## src/rtl/arb_root_responder_if.sv

```systemverilog
`default_nettype none
// ============================================================================
// Module      : arb_root_responder_if
// Description : Root handshake and status bundle between the arbiter tree
//               (master side) and the resource responder (slave side).
// Revision    : 1.0 - initial release
// ============================================================================
interface arb_root_responder_if #(
    parameter int CNT_W = 16
) ();
    logic             req_i;
    logic             ack_o;
    logic             busy_o;
    logic             svc_start_o;
    logic [CNT_W-1:0] grant_count_o;
    logic             clr_i;
    logic             protocol_err_o;
    logic             timeout_o;

    // Responder side
    modport slave (
        input  req_i,
        input  clr_i,
        output ack_o,
        output busy_o,
        output svc_start_o,
        output grant_count_o,
        output protocol_err_o,
        output timeout_o
    );

    // Arbiter-tree / requester side
    modport master (
        output req_i,
        output clr_i,
        input  ack_o,
        input  busy_o,
        input  svc_start_o,
        input  grant_count_o,
        input  protocol_err_o,
        input  timeout_o
    );
endinterface
`default_nettype wire

```

## src/rtl/arb_root_responder.sv

```systemverilog
`default_nettype none
// ============================================================================
// Module      : arb_root_responder
// Description : Resource-side responder closing the four-phase req/ack
//               handshake at the root of the arbiter tree. Synchronises the
//               asynchronous request, runs a fixed service window, raises
//               ack until the request drops, counts grants and flags
//               protocol violations.
//               Optional ACK-hold watchdog: define ARB_RESP_TIMEOUT_EN.
// Revision    : 1.0 - initial release
// ============================================================================
module arb_root_responder #(
    parameter int SYNC_STAGES    = 2,
    parameter int SERVICE_CYCLES = 4,
    parameter int CNT_W          = 16,
    parameter int TIMEOUT_CYCLES = 64
) (
    input  wire logic            clk,
    input  wire logic            rst_n,
    arb_root_responder_if.slave  bus
);

    localparam int c_SVC_W = (SERVICE_CYCLES > 1) ? $clog2(SERVICE_CYCLES) : 1;
    localparam logic [c_SVC_W-1:0] c_SVC_LOAD = c_SVC_W'(SERVICE_CYCLES - 1);

    localparam logic [1:0] c_ST_IDLE    = 2'd0;
    localparam logic [1:0] c_ST_SERVE   = 2'd1;
    localparam logic [1:0] c_ST_ACK     = 2'd2;
    localparam logic [1:0] c_ST_LOCKOUT = 2'd3;

    // Reject illegal configurations at elaboration time
    if (SYNC_STAGES < 2) begin : g_chk_sync
        $error("SYNC_STAGES must be >= 2");
    end
    if (SERVICE_CYCLES < 1) begin : g_chk_svc
        $error("SERVICE_CYCLES must be >= 1");
    end
    if (TIMEOUT_CYCLES < 1) begin : g_chk_to
        $error("TIMEOUT_CYCLES must be >= 1");
    end

    logic [SYNC_STAGES-1:0] r_sync;
    logic                   w_req_s;
    logic [1:0]             r_state;
    logic [1:0]             w_state_nxt;
    logic [c_SVC_W-1:0]     r_svc_cnt;
    logic                   r_ack;
    logic                   r_busy;
    logic                   r_svc_start;
    logic [CNT_W-1:0]       r_grant_count;
    logic                   r_protocol_err;
    logic                   r_timeout;
    logic                   w_to_expired;
    logic                   w_ack_nxt;
    logic                   w_busy_nxt;
    logic                   w_svc_start_nxt;
    logic                   w_grant_inc;
    logic                   w_err_set;
    logic                   w_timeout_set;

    assign w_req_s = r_sync[SYNC_STAGES-1];

    // Request synchroniser: shift req_i through SYNC_STAGES flops
    always_ff @(posedge clk or negedge rst_n) begin
        if (!rst_n) begin
            r_sync <= '0;
        end else begin
            r_sync <= {r_sync[SYNC_STAGES-2:0], bus.req_i};
        end
    end

    // Service-window counter: parked at the load value while idle
    always_ff @(posedge clk or negedge rst_n) begin
        if (!rst_n) begin
            r_svc_cnt <= c_SVC_LOAD;
        end else if (r_state == c_ST_IDLE) begin
            r_svc_cnt <= c_SVC_LOAD;
        end else if (r_state == c_ST_SERVE && r_svc_cnt != '0) begin
            r_svc_cnt <= r_svc_cnt - 1'b1;
        end
    end

`ifdef ARB_RESP_TIMEOUT_EN
    localparam int c_TO_W = (TIMEOUT_CYCLES > 1) ? $clog2(TIMEOUT_CYCLES) : 1;
    localparam logic [c_TO_W-1:0] c_TO_LOAD = c_TO_W'(TIMEOUT_CYCLES - 1);

    logic [c_TO_W-1:0] r_to_cnt;

    // ACK-hold watchdog: armed during SERVE, counts down while in ACK
    always_ff @(posedge clk or negedge rst_n) begin
        if (!rst_n) begin
            r_to_cnt <= c_TO_LOAD;
        end else if (r_state == c_ST_SERVE) begin
            r_to_cnt <= c_TO_LOAD;
        end else if (r_state == c_ST_ACK && r_to_cnt != '0) begin
            r_to_cnt <= r_to_cnt - 1'b1;
        end
    end

    assign w_to_expired = (r_to_cnt == '0);
`else
    assign w_to_expired = 1'b0;
`endif

    // FSM state register
    always_ff @(posedge clk or negedge rst_n) begin
        if (!rst_n) begin
            r_state <= c_ST_IDLE;
        end else begin
            r_state <= w_state_nxt;
        end
    end

    // FSM next-state logic; request withdrawal always wins
    always_comb begin
        w_state_nxt = r_state;
        case (r_state)
            c_ST_IDLE: begin
                if (w_req_s) w_state_nxt = c_ST_SERVE;
            end
            c_ST_SERVE: begin
                if (!w_req_s)              w_state_nxt = c_ST_IDLE;
                else if (r_svc_cnt == '0)  w_state_nxt = c_ST_ACK;
            end
            c_ST_ACK: begin
                if (!w_req_s)          w_state_nxt = c_ST_IDLE;
                else if (w_to_expired) w_state_nxt = c_ST_LOCKOUT;
            end
            c_ST_LOCKOUT: begin
                if (!w_req_s) w_state_nxt = c_ST_IDLE;
            end
            default: w_state_nxt = c_ST_IDLE;
        endcase
    end

    // FSM output decode, registered below so every output is flop-driven
    always_comb begin
        w_ack_nxt       = (w_state_nxt == c_ST_ACK);
        w_busy_nxt      = (w_state_nxt == c_ST_SERVE) || (w_state_nxt == c_ST_ACK);
        w_svc_start_nxt = (r_state == c_ST_IDLE) && (w_state_nxt == c_ST_SERVE);
        w_grant_inc     = (r_state == c_ST_SERVE) && (w_state_nxt == c_ST_ACK);
        w_err_set       = (r_state == c_ST_SERVE) && !w_req_s;
        w_timeout_set   = (r_state == c_ST_ACK) && (w_state_nxt == c_ST_LOCKOUT);
    end

    // Handshake outputs; async reset drops ack immediately
    always_ff @(posedge clk or negedge rst_n) begin
        if (!rst_n) begin
            r_ack       <= 1'b0;
            r_busy      <= 1'b0;
            r_svc_start <= 1'b0;
        end else begin
            r_ack       <= w_ack_nxt;
            r_busy      <= w_busy_nxt;
            r_svc_start <= w_svc_start_nxt;
        end
    end

    // Statistics: clear beats any same-cycle increment or flag set
    always_ff @(posedge clk or negedge rst_n) begin
        if (!rst_n) begin
            r_grant_count  <= '0;
            r_protocol_err <= 1'b0;
            r_timeout      <= 1'b0;
        end else if (bus.clr_i) begin
            r_grant_count  <= '0;
            r_protocol_err <= 1'b0;
            r_timeout      <= 1'b0;
        end else begin
            if (w_grant_inc && r_grant_count != '1) r_grant_count <= r_grant_count + 1'b1;
            if (w_err_set)                          r_protocol_err <= 1'b1;
            if (w_timeout_set)                      r_timeout      <= 1'b1;
        end
    end

    assign bus.ack_o          = r_ack;
    assign bus.busy_o         = r_busy;
    assign bus.svc_start_o    = r_svc_start;
    assign bus.grant_count_o  = r_grant_count;
    assign bus.protocol_err_o = r_protocol_err;
    assign bus.timeout_o      = r_timeout;

endmodule
`default_nettype wire

```

## src/flat_wrapper.sv

```systemverilog
// flat-port wrapper written by rule: the top's interface ports become plain ports
module arb_root_responder_flat 
#(
    parameter int SYNC_STAGES    = 2,
    parameter int SERVICE_CYCLES = 4,
    parameter int CNT_W          = 16,
    parameter int TIMEOUT_CYCLES = 64
)
  (clk, rst_n, bus_req_i, bus_clr_i, bus_ack_o, bus_busy_o, bus_svc_start_o, bus_grant_count_o, bus_protocol_err_o, bus_timeout_o);
  arb_root_responder_if #(.CNT_W(CNT_W)) bus_i ();
  input  wire logic clk;
  input  wire logic rst_n;
  input wire logic [$bits(bus_i.req_i)-1:0] bus_req_i;
  input wire logic [$bits(bus_i.clr_i)-1:0] bus_clr_i;
  output wire logic [$bits(bus_i.ack_o)-1:0] bus_ack_o;
  output wire logic [$bits(bus_i.busy_o)-1:0] bus_busy_o;
  output wire logic [$bits(bus_i.svc_start_o)-1:0] bus_svc_start_o;
  output wire logic [$bits(bus_i.grant_count_o)-1:0] bus_grant_count_o;
  output wire logic [$bits(bus_i.protocol_err_o)-1:0] bus_protocol_err_o;
  output wire logic [$bits(bus_i.timeout_o)-1:0] bus_timeout_o;
  assign bus_i.req_i = bus_req_i;
  assign bus_i.clr_i = bus_clr_i;
  assign bus_ack_o = bus_i.ack_o;
  assign bus_busy_o = bus_i.busy_o;
  assign bus_svc_start_o = bus_i.svc_start_o;
  assign bus_grant_count_o = bus_i.grant_count_o;
  assign bus_protocol_err_o = bus_i.protocol_err_o;
  assign bus_timeout_o = bus_i.timeout_o;
  arb_root_responder #(.SYNC_STAGES(SYNC_STAGES), .SERVICE_CYCLES(SERVICE_CYCLES), .CNT_W(CNT_W), .TIMEOUT_CYCLES(TIMEOUT_CYCLES)) u_core (.clk(clk), .rst_n(rst_n), .bus(bus_i));
endmodule
```

## config.mk

```make
export PLATFORM = sky130hd
export DESIGN_NAME = arb_root_responder_flat
export DESIGN_NICKNAME = d
export VERILOG_FILES = /design/src/rtl/arb_root_responder_if.sv /design/src/rtl/arb_root_responder.sv /design/src/flat_wrapper.sv
export SDC_FILE = /design/constraint.sdc
export NUM_CORES = 1
export LEC_CHECK = 0
export ABC_AREA = 0
export CORE_ASPECT_RATIO = 1.25
export CORE_MARGIN = 4
export CORE_UTILIZATION = 54
export DETAILED_ROUTE_END_ITERATION = 6
export PLACE_DENSITY_LB_ADDON = 0.15
export SYNTH_ARGS = -nofsm -noshare
export SYNTH_HDL_FRONTEND = slang
export SYNTH_SLANG_ARGS = --single-unit
```

## constraint.sdc

```tcl
create_clock -name clk -period 4.95 [get_ports clk]
set_input_delay 0.99 -clock clk [delete_from_list [all_inputs] [get_ports clk]]
set_output_delay 0.99 -clock clk [all_outputs]
set_load 0.01 [all_outputs]
```

# ---- After elaboration in Yosys (flattened, before gate mapping)
# Cells that the tools add are included.
dict set report totals {
  reg_bits 27
  word_cells 47
  out_inout_bits 21
}
dict set report op_classes {
  n_reduce_logical 16
  n_addsub 2
  eq_ne 7
  n_mux 13
}
# op count
set ops {}
lappend ops {{two-way mux 16 bit} 2}
lappend ops {{adder 16 x 1 -> 16 bit, second input constant} 1}
lappend ops {{inequality test 16 bit, second input constant} 1}
lappend ops {{two-way mux 2 bit} 6}
lappend ops {{nonzero test 2 bit} 5}
lappend ops {{equality test 2 bit, second input constant} 4}
lappend ops {{logical AND 1 bit} 6}
lappend ops {{case mux 2 bit (3 select lines)} 1}
lappend ops {{equality test 2 x 1 -> 1 bit, second input constant} 2}
lappend ops {{logical NOT 2 bit} 2}
lappend ops {{two-way mux 1 bit} 4}
lappend ops {{OR reduction 2 bit} 1}
lappend ops {{subtractor 2 x 1 -> 2 bit, second input constant} 1}
lappend ops {{logical NOT 1 bit} 1}
lappend ops {{logical OR 1 bit} 1}

# ---- Logic depth before layout (Yosys ltp)
# Gate-level depths: netlist of run 1.
dict set report logic_depth {
  ltp_word 9
  depth_mapped 10
  mapped_depth_nobuf 10
}

# ---- Worst setup path after synthesis of run 1
# No wires, ideal clock.
dict set report synth_timing {
  path_type {register to register}
  startpoint {register u_core.r_svc_cnt[0]}
  endpoint {register u_core.r_grant_count[13], in the netlist u_core.bus.grant_count_o[13]}
  path_buffers 0
  arrival_ns 2.147
  synth_period_minus_slack_ns 2.272
  path_stages_with_launch 11
  setup_time_ns 0.125
  slack_ns 2.678
  path_cell_list {dfstp_2 > inv_1 > ha_1 > and2_1 > o21ai_0 > inv_1 > ha_1 > and3b_2 > nand4b_1 > nor4b_1 > mux2_2}
}
dict set report synth_between {
  elab_chain_cells 8
}
# element line_no
set synth_rtl {}
lappend synth_rtl {{from (decl)} arb_root_responder.sv:46} ;# logic [c_SVC_W-1:0] r_svc_cnt;
lappend synth_rtl {{from (signal assigned)} arb_root_responder.sv:75} ;# r_svc_cnt <= c_SVC_LOAD;
lappend synth_rtl {{from (signal assigned)} arb_root_responder.sv:77} ;# r_svc_cnt <= c_SVC_LOAD;
lappend synth_rtl {{from (signal assigned)} arb_root_responder.sv:79} ;# r_svc_cnt <= r_svc_cnt - 1'b1;
lappend synth_rtl {{logical NOT 2 bit} arb_root_responder.sv:123} ;# else if (r_svc_cnt == '0) w_state_nxt = c_ST_ACK;
lappend synth_rtl {{two-way mux 2 bit} arb_root_responder.sv:123}
lappend synth_rtl {{two-way mux 2 bit} arb_root_responder.sv:122} ;# if (!w_req_s) w_state_nxt = c_ST_IDLE;
lappend synth_rtl {{case mux 2 bit (3 select lines)} arb_root_responder.sv:117} ;# case (r_state)
lappend synth_rtl {{net u_core.w_state_nxt[1]} arb_root_responder.sv:45} ;# logic [1:0] w_state_nxt;
lappend synth_rtl {{equality test 2 bit} -}
lappend synth_rtl {{net u_core.w_ack_nxt} arb_root_responder.sv:54} ;# logic w_ack_nxt;
lappend synth_rtl {{logical AND 1 bit} arb_root_responder.sv:141} ;# w_grant_inc = (r_state == c_ST_SERVE) && (w_state_nxt == c_ST_ACK);
lappend synth_rtl {{logical AND 1 bit} arb_root_responder.sv:170} ;# if (w_grant_inc && r_grant_count != '1) r_grant_count <= r_grant_count + 1'b1;
lappend synth_rtl {{nonzero test 2 bit (no source line)} -}
lappend synth_rtl {{to (signal assigned)} arb_root_responder.sv:170}
lappend synth_rtl {{to (decl)} arb_root_responder.sv:50} ;# logic [CNT_W-1:0] r_grant_count;
# The timed path passes the listed nets, and every way through them passes these cells.
# A chain may end at the register's enable or synchronous reset.

# ---- Worst setup path after layout of run 1
# Ends and elaborated chain as after synthesis.

==> results by group, run 1 <==
Synth
  • Synth cell types: 40
  • Largest area contributor in the netlist: dfrtp_1
  • Synth Instances: 144
  • Fraction of the mapped netlist area in adder cells: 4.22%
  • EDFF count, synth: 0
  • Mux cell area share after synthesis: 5.99%
  • Synth Area in Simple Gates: 30.1%
  • Mapped Nets: 153
  • Post-synthesis compound-gate area fraction: between 10% and 20%
  • Synth Register Bits: 27
  • Synth Cell Area: 0.00148 mm2
  • XOR/XNOR share of the synthesized area: 0%
  • Synth warn: 0
  • Main combinational cell family by area after synthesis: simple AND/OR/NAND/NOR gates
  • Sequential share of the synthesized area: 45.7%
  • FFs w/ async S/R, synth: 100%
  • Synth Area per Inst: 10.3 um2
  • Top post-synthesis cells by area: dfrtp_1 42%, mux2_2 5.3%, ha_1 4.2%
  • Top-area cell type share of the netlist area: 42.2%
  • Synth Flop Type: dfrtp_1

Place
  • Port bufs: 24
  • Inst Count DP: 199
  • Routability congestion estimate: roughly 0.79
  • DPL Wire Length: 2360 um

Critical path
  • Crit path kind: flip-flop to flip-flop
  • Worst EP required: just over 5 ns
  • Worst EP arrival: ~2.8 ns
  • Setup slack, reg-to-reg: 2.40 ns
  • Slowest cell on crit path: dfstp_2
  • Max incr delay on CP: ~0.4 ns
  • CP Buf/Inv Count: 2
  • CP endpoint kind: flip-flop
  • Critical Path, Cell by Cell: inv_1 > ha_1 > and2_1 > o21ai_0 > inv_1 > ha_1 > and3b_2 > nand4b_1 > nor4b_1 > mux2_2
  • Crit start category: flip-flop
  • CP delay by family, top: simple AND/OR/NAND/NOR gates
  • Crit-path max FO: 5

Detailed routing
  • DRC: 0
  • Drt total wl: about 3200 um
  • Via count: approximately 1200
  • Via density: 5.87
  • Initial drt markers: 28
  • 1st-pass router iterations: 4
  • WL/cell: approximately 16 um
  • Final ANT Viol Nets: 0

Die
  • Die W: between 50 and 60 um
  • Initial core utilization: 55.9%
  • Height of the die: roughly 67 um
  • Io pins: 25
  • CORE AREA: roughly 0.0027 mm2
  • Die Footprint: 0.00365 mm2
  • Num rows: 21

GRT
  • Global route overflow: 0
  • Antenna violations before repair: 0
  • Pin count of the biggest net entering global routing: 28
  • Global-route wire length before repair: 5480 um
  • Vias in the first global route: approximately 1200
  • All-Layer GR Usage: 20.1%

STA
  • Slew Viols, Final: 0
  • Max-slew headroom: ~43%
  • Hold Fails Final Rpt: 0
  • Worst hold slack: about 0.37 ns
  • Worst Tran Pin Value: 0.855 ns
  • Clock Skew: 0.00781 ns
  • Minimum clock period: 2.55 ns
  • Final TNS setup: 0 ns
  • Final setup vio count: 0
  • F_max: about 400 MHz
  • Fin crit share: 51.5%
  • RSZ-0062 raised after global routing: false

Clock tree
  • Cts hold-fix bufs: 0
  • H-tree levels: 1
  • Clock transition at path regs: 0.15 ns
  • Longest Clk Path Bufs: 2
  • CTS tree: done
  • Clk Latency, worst-skew pair: between 0.3 and 0.4 ns
  • Post-CTS sizing: 0
  • Clk Tree Root Cell: clkbuf_4
  • Cts bufs inserted: 3
  • Post CTS Setup Buffer Count: 0
  • Clock sink count: 27

Final layout
  • Nets: 179
  • Area grow syn2layout: 20.1%
  • Fraction of final layout cells with drive strength greater than 1: about an eighth
  • Fillers: 214
  • Reg area: between 600 and 700 um2
  • Layout Cells excl Fill: slightly above 200
  • Multi-input gate area: 754 um2
  • Inserted Diodes: 0
  • Post-layout util: 67.1%

Power and ir drop
  • Overall power: 0.415 mW
  • Maximum vdd drop: 187 uV
  • Leakage: 0.750 nW
  • PwrDens: 233 mW/mm2

Min path
  • Worst hold path type: flip-flop to flip-flop

Flow run
  • Max-Cap Viols: 0

Status
  • Status: complete, no violations
## layout by cell type, fill, tap and decap left out, drive strengths merged, types with 2 or more instances in the layout
cell            n
nor2b           6
clkdlybuf4s50  24
a22oi           2
or3             4
nand3           8
nand4           4
nor4            2
ha              5
nor2           11
a21oi          10
inv             8
o21ai           3
dfstp           2
dfrtp          25
mux2            7
and3            3
clkbuf          3
nor3            5
nand2           7
nand2b          3
o31ai           6
or4             6
nor3b           2
## layer usage
metal	vias to the layer above	track usage [%]	part of all wire (%)	routed length (um)
met5	-	0	0	0
met4	0	7.48	1.7	55
met3	6	2.68	3.2	103
met2	19	34.6	55	1740
met1	587	24.7	40	1290
li1	579	-	-	-
## power by group
part | total, mW | internal, mW | switching [mW]
combinational | 0.0703 | 0.0341 | 0.0362
sequential | 0.249 | 0.239 | 0.00948
clock | 0.0957 | 0.0303 | 0.0654
total | 0.415 | 0.303 | 0.111
## Yosys cell counts, drive strengths merged (2+ instances only)
library cell	count
nand2b	3
ha	5
o21ai	3
nor3b	2
nand2	7
mux2	7
or3	4
nand4	4
nor4	2
a22oi	2
nand3	8
o31ai	6
and3	3
buf	2
dfstp	2
clkbuf	2
inv	8
nor2b	6
nor3	5
or4	6
a21oi	10
dfrtp	25
nor2	11
## final timing paths
path,end,cells past startpoint,startpoint
hold reg to reg,u_core.r_sync[1],0,u_core.r_sync[0]
setup reg to reg,u_core.bus.grant_count_o[13],10,u_core.r_svc_cnt[0]
max in group asynchronous,u_core.r_svc_cnt[1],2,rst_n
hold / removal,u_core.r_sync[1],0,u_core.r_sync[0]
setup / recovery,u_core.bus.grant_count_o[13],10,u_core.r_svc_cnt[0]
min in group asynchronous,u_core.bus.grant_count_o[15],2,rst_n
## registers in the layout, summed over array words and instances, names as in the netlist
register / count
u_core.bus.busy_o: 1
u_core.bus.ack_o: 1
u_core.bus.grant_count_o: 16
u_core.bus.timeout_o: 1
u_core.bus.svc_start_o: 1
u_core.r_sync: 2
u_core.r_svc_cnt: 2
u_core.bus.protocol_err_o: 1
u_core.r_state: 2
## stage by stage
step / setup slack, ns / cell area [um2]
CTS: 2.39 / 1780
global route: 2.17 / 1780
finish: 2.40 / 1780
detailed placement: 2.39 / 1750
global placement: 2.43 / 1750
floorplan: 2.68 / 1480
## cell type report
type / instances / share of cell area, %
flip-flops and latches: 27 / 38.1
well taps: 34 / 2.39
multi-input cells: 105 / 42.4
repair buffers: 25 / 13.9
clock buffers: 3 / 1.26
inverters: 8 / 1.69
clock inverters: 1 / 0.281
## cells by family (layout without fill, tap and decap cells)
family | Yosys count | after routing
muxes | 8 | 8
and+or+nand+nor | 67 | 67
buffers and inverters | 12 | 37
adders and majority gates | 5 | 5
AOI/OAI and AO/OA | 25 | 25
DFF | 27 | 27
Note: power is estimated with default switching activity, not from simulation.
==> inputs of run 2 (changes only) <==
--- a/config.mk
+++ b/config.mk
@@ -8,7 +8,7 @@
 export ABC_AREA = 0
 export CORE_ASPECT_RATIO = 1.25
 export CORE_MARGIN = 4
-export CORE_UTILIZATION = 54
+export CORE_UTILIZATION = 52
 export DETAILED_ROUTE_END_ITERATION = 6
 export PLACE_DENSITY_LB_ADDON = 0.15
 export SYNTH_ARGS = -nofsm -noshare
==> constraint.sdc (replaced) <==
create_clock -name clk -period 2.4 [get_ports clk]
set_input_delay 0.48 -clock clk [delete_from_list [all_inputs] [get_ports clk]]
set_output_delay 0.48 -clock clk [all_outputs]
set_load 0.01 [all_outputs]
==> results by group, run 2 (synthesized netlist as in run 1, its figures left out) <==
GRT
  • Global route overflow: 0
  • Pin count of the biggest net entering global routing: 28
  • Global-route wire length before repair: between 5000 and 6000 um
  • Vias in the first global route: between 1000 and 1500
  • All-Layer GR Usage: 18.9%
  • Antenna violations before repair: 0

Detailed routing
  • Drt total wl: around 3200 um
  • Final ANT Viol Nets: 0
  • Via density: a little under 6
  • Via count: 1263
  • DRC: 0
  • WL/cell: between 10 and 15 um
  • 1st-pass router iterations: 4
  • Initial drt markers: 34

Min path
  • Min-delay src: u_core.r_sync[0]
  • Worst hold path type: flip-flop to flip-flop

Die
  • Die W: about 56 um
  • Io pins: 25
  • Height of the die: 67.7 um
  • Initial core utilization: between 50% and 60%
  • Num rows: 21
  • Die Footprint: ~0.0038 mm2
  • CORE AREA: 0.00271 mm2

Place
  • Worst slack at placement: -0.0664 ns
  • DPL Wire Length: 2320 um
  • Routability congestion estimate: ~0.77
  • DP Area: 0.00178 mm2
  • Port bufs: 24

Critical path
  • Worst EP arrival: 2.61 ns
  • Worst EP required: 2.68 ns
  • Crit-path max FO: 4
  • Crit path kind: flip-flop to flip-flop
  • Crit start category: flip-flop
  • CP endpoint kind: flip-flop
  • Worst r2r src: u_core.r_svc_cnt[1]
  • Critical path origin: u_core.r_svc_cnt[1]

STA
  • Final setup vio count: 0
  • Slew Viols, Final: 0
  • Final setup margin: between 0.06 and 0.07 ns
  • Minimum clock period: 2.33 ns
  • Worst Tran Pin Value: 0.513 ns
  • Fin crit share: a little over nine tenths
  • Clock Skew: between 0.005 and 0.006 ns
  • Max-slew headroom: 65.5%
  • Hold Fails Final Rpt: 0
  • F_max: approximately 430 MHz

Clock tree
  • Clk Tree Root Cell: clkbuf_4
  • Cts hold-fix bufs: 0
  • Clock sink count: 27
  • H-tree levels: 1
  • Clock transition at path regs: between 0.15 and 0.2 ns
  • Clk Latency, worst-skew pair: 0.33 ns
  • Cts bufs inserted: 3
  • CTS tree: done
  • Longest Clk Path Bufs: 2

Final layout
  • Largest register FFs: 16
  • Most frequent cells in the layout: 25 x dfrtp_1, 24 x clkdlybuf4s50_1, 13 x buf_4
  • Fraction of final layout cells with drive strength greater than 1: 22.7%
  • Fillers: 218
  • Post-layout util: 70.3%
  • Design area: 0.00190 mm2
  • Area grow syn2layout: 28.4%
  • Inserted Diodes: 0
  • Commonest non-fill, non-tap cell in the layout: dfrtp_1
  • Nets: between 150 and 200

Flow run
  • Max-Cap Viols: 0

Power and ir drop
  • PwrDens: 478 mW/mm2
  • Maximum vdd drop: 491 uV
  • Leakage: around 0.8 nW
  • Overall power: 0.910 mW

Status
  • Status: complete, no violations
-- run 2: cell count changes in the layout (fill, tap and decap cells not counted), sizes merged --
cell,delta
buf,+12
clkinv,-1
inv,+1
-- run 2: final cells by class --
type | instances | area [um2] | share of cell area (%)
Clock buffer | 3 | 22.5 | 1.18
Timing Repair Buffer | 37 | 338 | 17.8
Inverter | 8 | 30.0 | 1.58
Tap cell | 34 | 42.5 | 2.24
Multi-Input combinational cell | 105 | 783 | 41.2
Sequential cell | 27 | 678 | 35.6
Clock inverter | 1 | 8.76 | 0.460
-- run 2: timing repair --
item,in CTS,in global routing
setup buffers,2,7
pin swaps,0,8
gates cloned,0,0
endpoints found under the setup margin,1,11
gates resized for setup,3,6
-- run 2: per-layer routing --
layer | routed length [um] | GRT usage [%]
met1 | 1360 | 23.0
met5 | 0 | 0
met2 | 1710 | 34.0
met3 | 129 | 3.25
met4 | 25 | 6.38
-- run 2: path summary, 6_finish.rpt --
kind / end / cells past startpoint / slack, ns
worst max register to register: u_core.bus.grant_count_o[9] / 10 / 0.07
worst max-delay path: u_core.bus.grant_count_o[9] / 10 / 0.07
worst min register to register: u_core.r_sync[1] / 0 / 0.37
max in group asynchronous: u_core.r_svc_cnt[1] / 2 / 1.61
min in group asynchronous: u_core.bus.protocol_err_o / 2 / 0.49
worst min-delay path: u_core.r_sync[1] / 0 / 0.37
-- run 2: power breakdown --
group / leakage (nW) / total, mW / switching [mW] / internal (mW)
clock: 0.0183 / 0.211 / 0.143 / 0.0680
combinational: 0.426 / 0.185 / 0.0854 / 0.0993
sequential: 0.359 / 0.515 / 0.0210 / 0.494
-- run 2: stage by stage --
step           hold slack, ns  TNS, ns  std cells
2_1_floorplan           0.184        0        144
3_3_place_gp            0.334        0        202
3_5_place_dp            0.340  -0.0664        202
4_1_cts                 0.375        0        208
5_1_grt                 0.395   -0.100        215
6_report                0.375        0        215
-- run 2: worst max-delay path: stages, from the launching register on --
cell,delay [ns]
dfstp_2,0.40
inv_2,0.07
ha_4,0.14
nand2_1,0.05
o211ai_1,0.25
ha_2,0.24
and3b_2,0.22
nand4b_1,0.17
buf_4,0.19
or4_4,0.41
a21oi_2,0.12
